`src/rtl/muldiv_pkg.sv`:
```
// -----------------------------------------------------------------------------
// muldiv_pkg
// Shared definitions for the execute-stage multiply/divide sequencer:
//   - operation encoding driven on the sequencer's op input
//   - sequencer FSM state encoding
// -----------------------------------------------------------------------------
package muldiv_pkg;

    localparam logic MD_OP_MULU = 1'b0;
    localparam logic MD_OP_DIVU = 1'b1;

    typedef enum logic [1:0] {
        MD_IDLE = 2'd0,
        MD_RUN  = 2'd1,
        MD_DONE = 2'd2
    } md_state_t;

endpackage

```
`src/rtl/muldiv_datapath.sv`:
```
// -----------------------------------------------------------------------------
// muldiv_datapath
// Operand and accumulator registers for the iterative unsigned multiply/divide.
// One iteration is applied per i_step; the combinational result of the current
// iteration is exposed on o_acc_next so the controller can commit the final
// iteration directly into its result registers.
//
// Accumulator layout (both operations):
//   MULTU: upper half = partial product, lower half = remaining multiplier bits
//   DIVU : upper half = partial remainder, lower half = dividend bits / quotient
// so after WIDTH iterations {hi, lo} = accumulator for either operation.
//
// Ports
//   clk        in   1         clock
//   i_load     in   1         capture op and operands, clear accumulator top
//   i_step     in   1         apply one iteration
//   i_op       in   1         operation at load (MD_OP_MULU / MD_OP_DIVU)
//   i_a        in   WIDTH     multiplicand / dividend
//   i_b        in   WIDTH     multiplier / divisor
//   o_acc_next out  2*WIDTH   accumulator value after the current iteration
// -----------------------------------------------------------------------------
module muldiv_datapath
    import muldiv_pkg::*;
#(
    parameter int WIDTH = 16
) (
    input  logic               clk,
    input  logic               i_load,
    input  logic               i_step,
    input  logic               i_op,
    input  logic [WIDTH-1:0]   i_a,
    input  logic [WIDTH-1:0]   i_b,
    output logic [2*WIDTH-1:0] o_acc_next
);

    logic               r_op;
    logic [WIDTH-1:0]   r_opnd;     // addend (MULTU) or divisor (DIVU)
    logic [2*WIDTH-1:0] r_acc;

    logic [WIDTH:0]     w_mul_sum;
    logic [WIDTH:0]     w_div_shift;
    logic [WIDTH-1:0]   w_div_diff;
    logic               w_div_ge;

    always_comb begin
        // Shift-add: add the multiplicand into the top half when the current
        // multiplier LSB is set; the carry becomes the new MSB after the shift.
        w_mul_sum   = {1'b0, r_acc[2*WIDTH-1:WIDTH]} + (r_acc[0] ? {1'b0, r_opnd} : '0);

        // Restoring divide: remainder shifted left with the next dividend bit.
        // The shifted value can be WIDTH+1 bits wide, but whenever it is
        // >= divisor the difference fits in WIDTH bits, so a modulo subtract
        // of the low bits is exact.
        w_div_shift = r_acc[2*WIDTH-1:WIDTH-1];
        w_div_ge    = (w_div_shift >= {1'b0, r_opnd});
        w_div_diff  = w_div_shift[WIDTH-1:0] - r_opnd;

        if (r_op == MD_OP_DIVU) begin
            o_acc_next = {(w_div_ge ? w_div_diff : w_div_shift[WIDTH-1:0]),
                          r_acc[WIDTH-2:0], w_div_ge};
        end else begin
            o_acc_next = {w_mul_sum, r_acc[WIDTH-1:1]};
        end
    end

    always_ff @(posedge clk) begin
        if (i_load) begin
            r_op   <= i_op;
            r_opnd <= (i_op == MD_OP_DIVU) ? i_b : i_a;
            r_acc  <= {{WIDTH{1'b0}}, ((i_op == MD_OP_DIVU) ? i_a : i_b)};
        end else if (i_step) begin
            r_acc  <= o_acc_next;
        end
    end

endmodule

```
`src/rtl/ex_muldiv_sequencer.sv`:
```
// -----------------------------------------------------------------------------
// ex_muldiv_sequencer
// Iterative unsigned MULTU/DIVU unit for the execute stage. An operation is
// accepted from the EX pipeline register, iterated for WIDTH cycles while the
// pipeline is stalled, and committed into the architectural HI/LO registers.
//
// Ports
//   clk          in   1      clock
//   rst          in   1      synchronous active-high reset
//   start        in   1      EX holds a MULTU/DIVU (held while stalled)
//   op           in   1      0 = MULTU, 1 = DIVU
//   operand_a    in   WIDTH  multiplicand / dividend
//   operand_b    in   WIDTH  multiplier / divisor
//   flush        in   1      abort the operation in EX
//   stall_ex     out  1      freeze PC, IF/ID and ID/EX this cycle
//   done         out  1      one-cycle pulse: hi/lo hold the new result
//   hi           out  WIDTH  product high half / remainder
//   lo           out  WIDTH  product low half / quotient
//   div_by_zero  out  1      sticky flag for DIVU with zero divisor
// -----------------------------------------------------------------------------
module ex_muldiv_sequencer
    import muldiv_pkg::*;
#(
    parameter int WIDTH = 16
) (
    input  logic             clk,
    input  logic             rst,
    input  logic             start,
    input  logic             op,
    input  logic [WIDTH-1:0] operand_a,
    input  logic [WIDTH-1:0] operand_b,
    input  logic             flush,
    output logic             stall_ex,
    output logic             done,
    output logic [WIDTH-1:0] hi,
    output logic [WIDTH-1:0] lo,
    output logic             div_by_zero
);

    localparam int CNT_W = $clog2(WIDTH) + 1;

    md_state_t          r_state;
    md_state_t          w_state_next;
    logic [CNT_W-1:0]   r_cnt;
    logic [WIDTH-1:0]   r_hi;
    logic [WIDTH-1:0]   r_lo;
    logic               r_dbz;
    logic               r_dbz_pend;     // accepted op is a DIVU by zero
    logic [WIDTH-1:0]   r_a_hold;       // dividend, returned as remainder on divide by zero

    logic               w_load;
    logic               w_step;
    logic               w_finish;
    logic               w_last;
    logic [2*WIDTH-1:0] w_acc_next;

    muldiv_datapath #(
        .WIDTH (WIDTH)
    ) u_datapath (
        .clk        (clk),
        .i_load     (w_load),
        .i_step     (w_step),
        .i_op       (op),
        .i_a        (operand_a),
        .i_b        (operand_b),
        .o_acc_next (w_acc_next)
    );

    // Counter holds the number of iterations already applied; the iteration
    // taken while it reads WIDTH-1 is the final one.
    assign w_last = (r_cnt == CNT_W'(WIDTH - 1));

    always_comb begin
        w_state_next = r_state;
        w_load       = 1'b0;
        w_step       = 1'b0;
        w_finish     = 1'b0;
        stall_ex     = 1'b0;
        done         = 1'b0;

        case (r_state)
            MD_IDLE: begin
                if (start && !flush) begin
                    w_load       = 1'b1;
                    stall_ex     = 1'b1;
                    w_state_next = MD_RUN;
                end
            end
            MD_RUN: begin
                stall_ex = 1'b1;
                if (flush) begin
                    w_state_next = MD_IDLE;
                end else begin
                    w_step = 1'b1;
                    if (w_last) begin
                        w_finish     = 1'b1;
                        w_state_next = MD_DONE;
                    end
                end
            end
            MD_DONE: begin
                // Stall drops here so the instruction leaves EX as the
                // result becomes visible; a held start is not re-sampled.
                done         = 1'b1;
                w_state_next = MD_IDLE;
            end
            default: begin
                w_state_next = MD_IDLE;
            end
        endcase

        // Reset dominates every input, including the combinational stall.
        if (rst) begin
            w_load   = 1'b0;
            w_step   = 1'b0;
            w_finish = 1'b0;
            stall_ex = 1'b0;
        end
    end

    always_ff @(posedge clk) begin
        if (rst) begin
            r_state    <= MD_IDLE;
            r_cnt      <= '0;
            r_hi       <= '0;
            r_lo       <= '0;
            r_dbz      <= 1'b0;
            r_dbz_pend <= 1'b0;
        end else begin
            r_state <= w_state_next;

            if (w_load) begin
                r_cnt      <= '0;
                r_dbz      <= 1'b0;
                r_dbz_pend <= (op == MD_OP_DIVU) && (operand_b == '0);
            end else if (w_step) begin
                r_cnt <= r_cnt + CNT_W'(1);
            end

            if (w_finish) begin
                if (r_dbz_pend) begin
                    r_hi  <= r_a_hold;
                    r_lo  <= '1;
                    r_dbz <= 1'b1;
                end else begin
                    r_hi  <= w_acc_next[2*WIDTH-1:WIDTH];
                    r_lo  <= w_acc_next[WIDTH-1:0];
                end
            end
        end
    end

    always_ff @(posedge clk) begin
        if (w_load) begin
            r_a_hold <= operand_a;
        end
    end

    assign hi          = r_hi;
    assign lo          = r_lo;
    assign div_by_zero = r_dbz;

endmodule

```
`config.mk`:
```
export PLATFORM = sky130hd
export DESIGN_NAME = ex_muldiv_sequencer
export DESIGN_NICKNAME = d
export VERILOG_FILES = /design/src/rtl/muldiv_pkg.sv /design/src/rtl/muldiv_datapath.sv /design/src/rtl/ex_muldiv_sequencer.sv
export SDC_FILE = /design/constraint.sdc
export NUM_CORES = 1
export LEC_CHECK = 0
export ABC_AREA = 1
export BUFFER_PORTS_ARGS = -buffer_cell sky130_fd_sc_hd__buf_2
export CORE_ASPECT_RATIO = 1.1
export CORE_MARGIN = 8
export CORE_UTILIZATION = 60
export DETAILED_ROUTE_END_ITERATION = 12
export PLACE_DENSITY_LB_ADDON = 0.2
export RECOVER_POWER = 100
export SLEW_MARGIN = 20
export SYNTH_ARGS = -nofsm -noshare
export SYNTH_HDL_FRONTEND = slang
export SYNTH_SLANG_ARGS = --single-unit
```
`constraint.sdc`:
```
create_clock -name clk -period 3.3 [get_ports clk]
set_input_delay 0.495 -clock clk [delete_from_list [all_inputs] [get_ports clk]]
set_output_delay 0.495 -clock clk [all_outputs]
set_load 0.02 [all_outputs]
```
Word-level counts from Yosys, hierarchy flattened
Index checks and enable logic that the tools add are counted.
{"block": "op_classes", "add_sub_neg": 3, "n_lt_le_gt_ge": 1, "n_eq_ne": 5, "muxes": 29, "reduce_logical": 8}
{"operator": "16-bit two-way mux", "n": 8}
{"operator": "32-bit two-way mux", "n": 1}
{"operator": "16-bit by 16-bit adder with 17-bit output", "n": 1}
{"operator": "17-bit by 16-bit greater-or-equal comparator with 1-bit output", "n": 1}
{"operator": "16-bit zero test", "n": 1}
{"operator": "16-bit subtractor", "n": 1}
{"operator": "1-bit two-way mux", "n": 15}
{"operator": "2-bit two-way mux", "n": 3}
{"operator": "5-bit by 1-bit adder with 5-bit output, second input constant", "n": 1}
{"operator": "5-bit by 4-bit equality test with 1-bit output, second input constant", "n": 1}
{"operator": "2-bit case mux with 2 select lines", "n": 1}
{"operator": "3-bit != test, second input constant", "n": 1}
{"operator": "2-bit by 1-bit equality test with 1-bit output, second input constant", "n": 1}
{"operator": "2-bit equality test, second input constant", "n": 1}
{"operator": "1-bit logical AND", "n": 2}
{"operator": "2-bit zero test", "n": 1}
{"operator": "2-bit != test, second input constant", "n": 1}
{"operator": "1-bit case mux with 2 select lines", "n": 1}
{"operator": "2-bit AND reduction", "n": 1}
{"operator": "2-bit nonzero test", "n": 1}
{"operator": "2-bit OR reduction", "n": 1}
{"operator": "1-bit zero test", "n": 1}
{"block": "totals", "regBits": 106, "word_cells": 57}

Logic depth before layout (Yosys ltp)
{"block": "depth", "depth_word": 8, "mapped_depth": 17}

Cells and area by module
Synthesis repeated with hierarchy kept, for this count alone.
{"block": "hier_totals", "hier_cells": 1106, "hier_area_um2": 7283.2}
{"mod": "muldiv_datapath", "n_inst": 1, "cells_per_inst": 743, "area_each_um2": 4718.3}
{"mod": "ex_muldiv_sequencer", "n_inst": 1, "cells_per_inst": 363, "area_each_um2": 2565.0}

Worst setup path after synthesis
Ideal clock, no wire load.
{"block": "synth_path", "path_kind": "input to register", "from": "input flush", "to": "register u_datapath.r_acc[22]", "arrival_ps": 2705, "slack_ps": 478, "cell_stages": 7, "path_cell_list": "nand3b_1 -> nor2_2 -> inv_2 -> nand2_2 -> inv_1 -> clkbuf_1 -> a22o_1"}
{"block": "synth_via", "elab_chain_len": 5, "word_cells_on_any_way": 8, "cone_classes": "6 x mux; 2 x reduce/logical"}
{"item": "start: declaration", "line": "ex_muldiv_sequencer.sv:32", "rtl": "input logic flush,"}
{"item": "1-bit zero test", "line": "ex_muldiv_sequencer.sv:83", "rtl": "if (start && !flush) begin"}
{"item": "1-bit logical AND", "line": "ex_muldiv_sequencer.sv:83"}
{"item": "1-bit two-way mux", "line": "ex_muldiv_sequencer.sv:83"}
{"item": "1-bit two-way mux", "line": "ex_muldiv_sequencer.sv:81", "rtl": "case (r_state)"}
{"item": "1-bit two-way mux", "line": "ex_muldiv_sequencer.sv:113", "rtl": "if (rst) begin"}
{"item": "named net u_datapath.i_load", "line": "muldiv_datapath.sv:28", "rtl": "input logic i_load,"}
{"item": "end signal: assignment", "line": "muldiv_datapath.sv:70", "rtl": "r_acc <= {{WIDTH{1'b0}}, ((i_op == MD_OP_DIVU) ? i_a : i_b)};"}
{"item": "end signal: assignment", "line": "muldiv_datapath.sv:72", "rtl": "r_acc <= o_acc_next;"}
{"item": "end: declaration", "line": "muldiv_datapath.sv:38", "rtl": "logic [2*WIDTH-1:0] r_acc;"}
The timed path passes the listed nets, and every way through them passes these cells.
A chain may end at the register's enable or synchronous reset.

Worst setup path after layout
{"block": "layout_path", "from": "register r_state[1]", "to": "register r_lo[15], in the netlist lo[15]"}
{"block": "layout_via", "elab_chain_len": 3}
{"item": "start: declaration", "line": "ex_muldiv_sequencer.sv:42", "rtl": "md_state_t r_state;"}
{"item": "start signal: assignment", "line": "ex_muldiv_sequencer.sv:130", "rtl": "r_state <= w_state_next;"}
{"item": "2-bit by 1-bit equality test with 1-bit output", "line": "ex_muldiv_sequencer.sv:81"}
{"item": "1-bit two-way mux", "line": "ex_muldiv_sequencer.sv:81"}
{"item": "1-bit two-way mux", "line": "ex_muldiv_sequencer.sv:113"}
{"item": "end signal: assignment", "line": "ex_muldiv_sequencer.sv:147", "rtl": "r_lo <= w_acc_next[WIDTH-1:0];"}
{"item": "end: declaration", "line": "ex_muldiv_sequencer.sv:46", "rtl": "logic [WIDTH-1:0] r_lo;"}
No other way between the ends.

==> flow_summary.ini <==
[run_status]
status = finished, violations left
violations = capacitance limit, slew limit

[run]
maxCapViolations = 1

[routing]
met2_wirelength_mm = 9.57
wl_met3_mm = 1.68
initialDrtViolationCount = 622
wire_per_inst_um = 17.1
wl_met1_mm = 7.98
topRoutingLayerUsed = met4
viasPerCell = 5.62
totalWireLength_mm = 20.0
vias = 6580
drc_errors = 0
antenna_left = 0
first_pass_iters = 5

[yosys]
synthDistinctLibCells = 46
ys_seq_elements = 106
yosys.area.top_type = edfxtp_1
synth_top_area_share_pct = 21.3
seq_area_frac_synth_pct = 37.8
syn-num-nets = 1037
yosys-top-cells-area = edfxtp_1, dfxtp_1, nand2_1
async_flop_share_pct = 0
synth_warnings = 0
synth-main-ff-cell = dfxtp_1
synth_edf_count = 49
postSynthCellCount = 964
synth_area_um2 = 6910
avgSynthCellArea_um2 = 7.17
synth.top_cells.by_count = nand2_1, inv_1, nand3_1
synth.most_common_cell = nand2_1

[worst_setup_path]
crit_path_max_incr_delay_ns = 0.60
cp_slowest_cell = nor2_2
cp.required_ns = 3.51
start_kind = flop
critical_path_arrival_ns = 3.06
cp_top_family = simple AND/OR/NAND/NOR gates
crit_top_cell = nor2_1
setup.worst_path.end_class = flop
crit_buf_inv = 3
critPathKind = flop to flop
crit_path_max_fanout = 22
path_cells = inv_1, nand2_1, nor2_1, clkinv_1, nor2_4, nand2_4, nor2_2, inv_2, o22ai_1, nor2_1
r2r_slack_ns = 0.45

[timing]
maxClockFrequency_mhz = 351
rsz0062_at_grt = false
setup_viol = 0
setup-tns-final_ns = 0
hold_viol = 0
worst_pin_slew_ns = 1.90
skew_ns = 0.0109
min_period_over_period_pct = 86.4
min_period_ns = 2.85
slew_viol_final = 37
max-slew-margin-rel_pct = -26.5

[die]
die_h_um = 129
core_area_um2 = 11300
initial_core_util_pct = 60.9
rows = 41
die_w_um = 118
io_pins = 72
die_area_um2 = 15200

[finish]
fin_area_um2 = 7510
fillerInstances = 1030
areaGrowthSynthToFinish_pct = 8.75
fin_cells = 1170
fin_nets = 1088
n_antenna_cell = 0
layout-drive-gt1-share_pct = 7.94

[place]
dp_cells = 1154
io_buffers = 71
post-dp-hpwl_mm = 15.6
gp_congestion = 0.950
dpl_cell_area_um2 = 7330

[pwr]
p_clk_share_pct = 32.7
combPwrFrac_pct = 20.5
p_seq_share_pct = 46.8
leakage_nw = 3.57
switching_share_pct = 31.0
peakVddDrop_mv = 0.287
power_switching_mw = 0.977
pwr_density_cell_nw_per_um2 = 420
p_int_mw = 2.18

[global_routing]
track_usage_pct = 26.7
antenna_found_initial = 0
grt_pass1_wl_mm = 32.0
grt_pass1_vias = 6393
grt_start_max_net_pins = 53
grt_overflow_total = 0

[clock_tree]
cts_sinks = 106
htreeDepth = 3
numCtsBuffers = 9
ctsResizeCount = 0
cts.clk_slew.worst_paths_ns = 0.08
ctsHoldBuffers = 0
postCtsSetupRepairBufs = 0
clk_latency_ns = 0.35
cts_tree = done
clockBufferDepth = 2
clockRootBuffer = clkbuf_16

[worst_hold_path]
hold_path_class = input pin to flop
worst reg2reg max path, delay by kind of cell, from the launching register on:
family          cells  cell delay [ns]
simple gates        6             1.67
buf+inv             3             0.51
flops               1             0.31
compound gates      1             0.20
power by group through the flow:
stage                     clock network (mW)  registers (mW)  logic [mW]
final                                   1.03            1.48       0.646
after global routing                    1.09            1.48       0.714
after CTS                               1.04            1.47       0.644
after detailed placement                   0            1.50       0.640
after global placement                     0            1.50       0.635
after floorplan                            0            1.48       0.480
logic make-up (layout without fill, tap and decap cells):
family	after synthesis	count (layout)	share of synthesized area (%)
AOI/OAI and AO/OA	153	153	12.4
DFF	106	106	37.8
and+or+nand+nor	503	503	32.8
buffers and inverters	157	213	9.04
adders and majority gates	36	36	6.74
xor gates and xnor gates	9	9	1.14
area by class of cell:
cell class / count / area, um2 / area share (%)
inverters: 119 / 447 / 5.95
repair buffers: 78 / 325 / 4.33
flip-flops and latches: 106 / 2610 / 34.8
multi-input cells: 701 / 3650 / 48.6
clock inverters: 5 / 43.8 / 0.583
clock buffers: 11 / 243 / 3.23
well taps: 150 / 188 / 2.50
metal layers:
metal / up-vias / GRT usage [%]
met4: 0 / 12.7
met5: - / 0
met2: 290 / 45.4
met1: 2950 / 30.9
li1: 3283 / -
met3: 57 / 7.10
path summary, 6_finish.rpt:
check,depth (start not counted),start,end
setup / recovery,10,r_state[1]$_SDFFE_PP0P_,lo[15]$_SDFFE_PP0P_
hold reg to reg,1,div_by_zero$_SDFF_PP0_,div_by_zero$_SDFF_PP0_
setup reg to reg,10,r_state[1]$_SDFFE_PP0P_,lo[15]$_SDFFE_PP0P_
hold / removal,1,operand_a[11],r_a_hold[11]$_DFFE_PP_
state kept, by name, summed over array words and instances (netlist names):
signal,flops
u_datapath.r_acc,32
hi,16
lo,16
r_a_hold,16
u_datapath.r_opnd,16
r_cnt,5
r_state,2
div_by_zero,1
r_dbz_pend,1
u_datapath.r_op,1
per-stage QoR:
stage / utilization (%) / total power, mW / hold slack (ns) / setup WS, ns
CTS: 67.2 / 3.16 / 0.341 / 0.533
global route: 66.3 / 3.29 / 0.374 / 0.161
detailed placement: 64.7 / 2.14 / 0.446 / 0.552
floorplan: - / 1.96 / 0.449 / 0.478
global placement: 64.7 / 2.14 / 0.443 / 0.610
finish: 66.3 / 3.16 / 0.375 / 0.447
cell usage in the layout (no fill, tap or decap), types with 2 or more instances in the layout:
master and instances:
nand3b_1 4, nand2_2 3, a22o_1 6, inv_6 2, o21ai_0 68, buf_2 19
and2_1 2, nand2_4 3, o21a_1 4, a21oi_2 4, or2_2 2, ha_1 34
dfxtp_1 57, nand3_2 12, inv_2 9, a21oi_1 47, fa_1 2, o21bai_1 3
nor2_4 3, inv_1 107, clkbuf_1 57, clkinv_1 3, nand4_1 21, edfxtp_1 49
nor2_2 3, a32o_1 2, buf_4 2, xor2_1 8, nor2_1 70, o22ai_1 15
nand3_1 72, clkbuf_16 9, nand2_1 296, nor3_1 5
(Power assumes the default switching activity.)
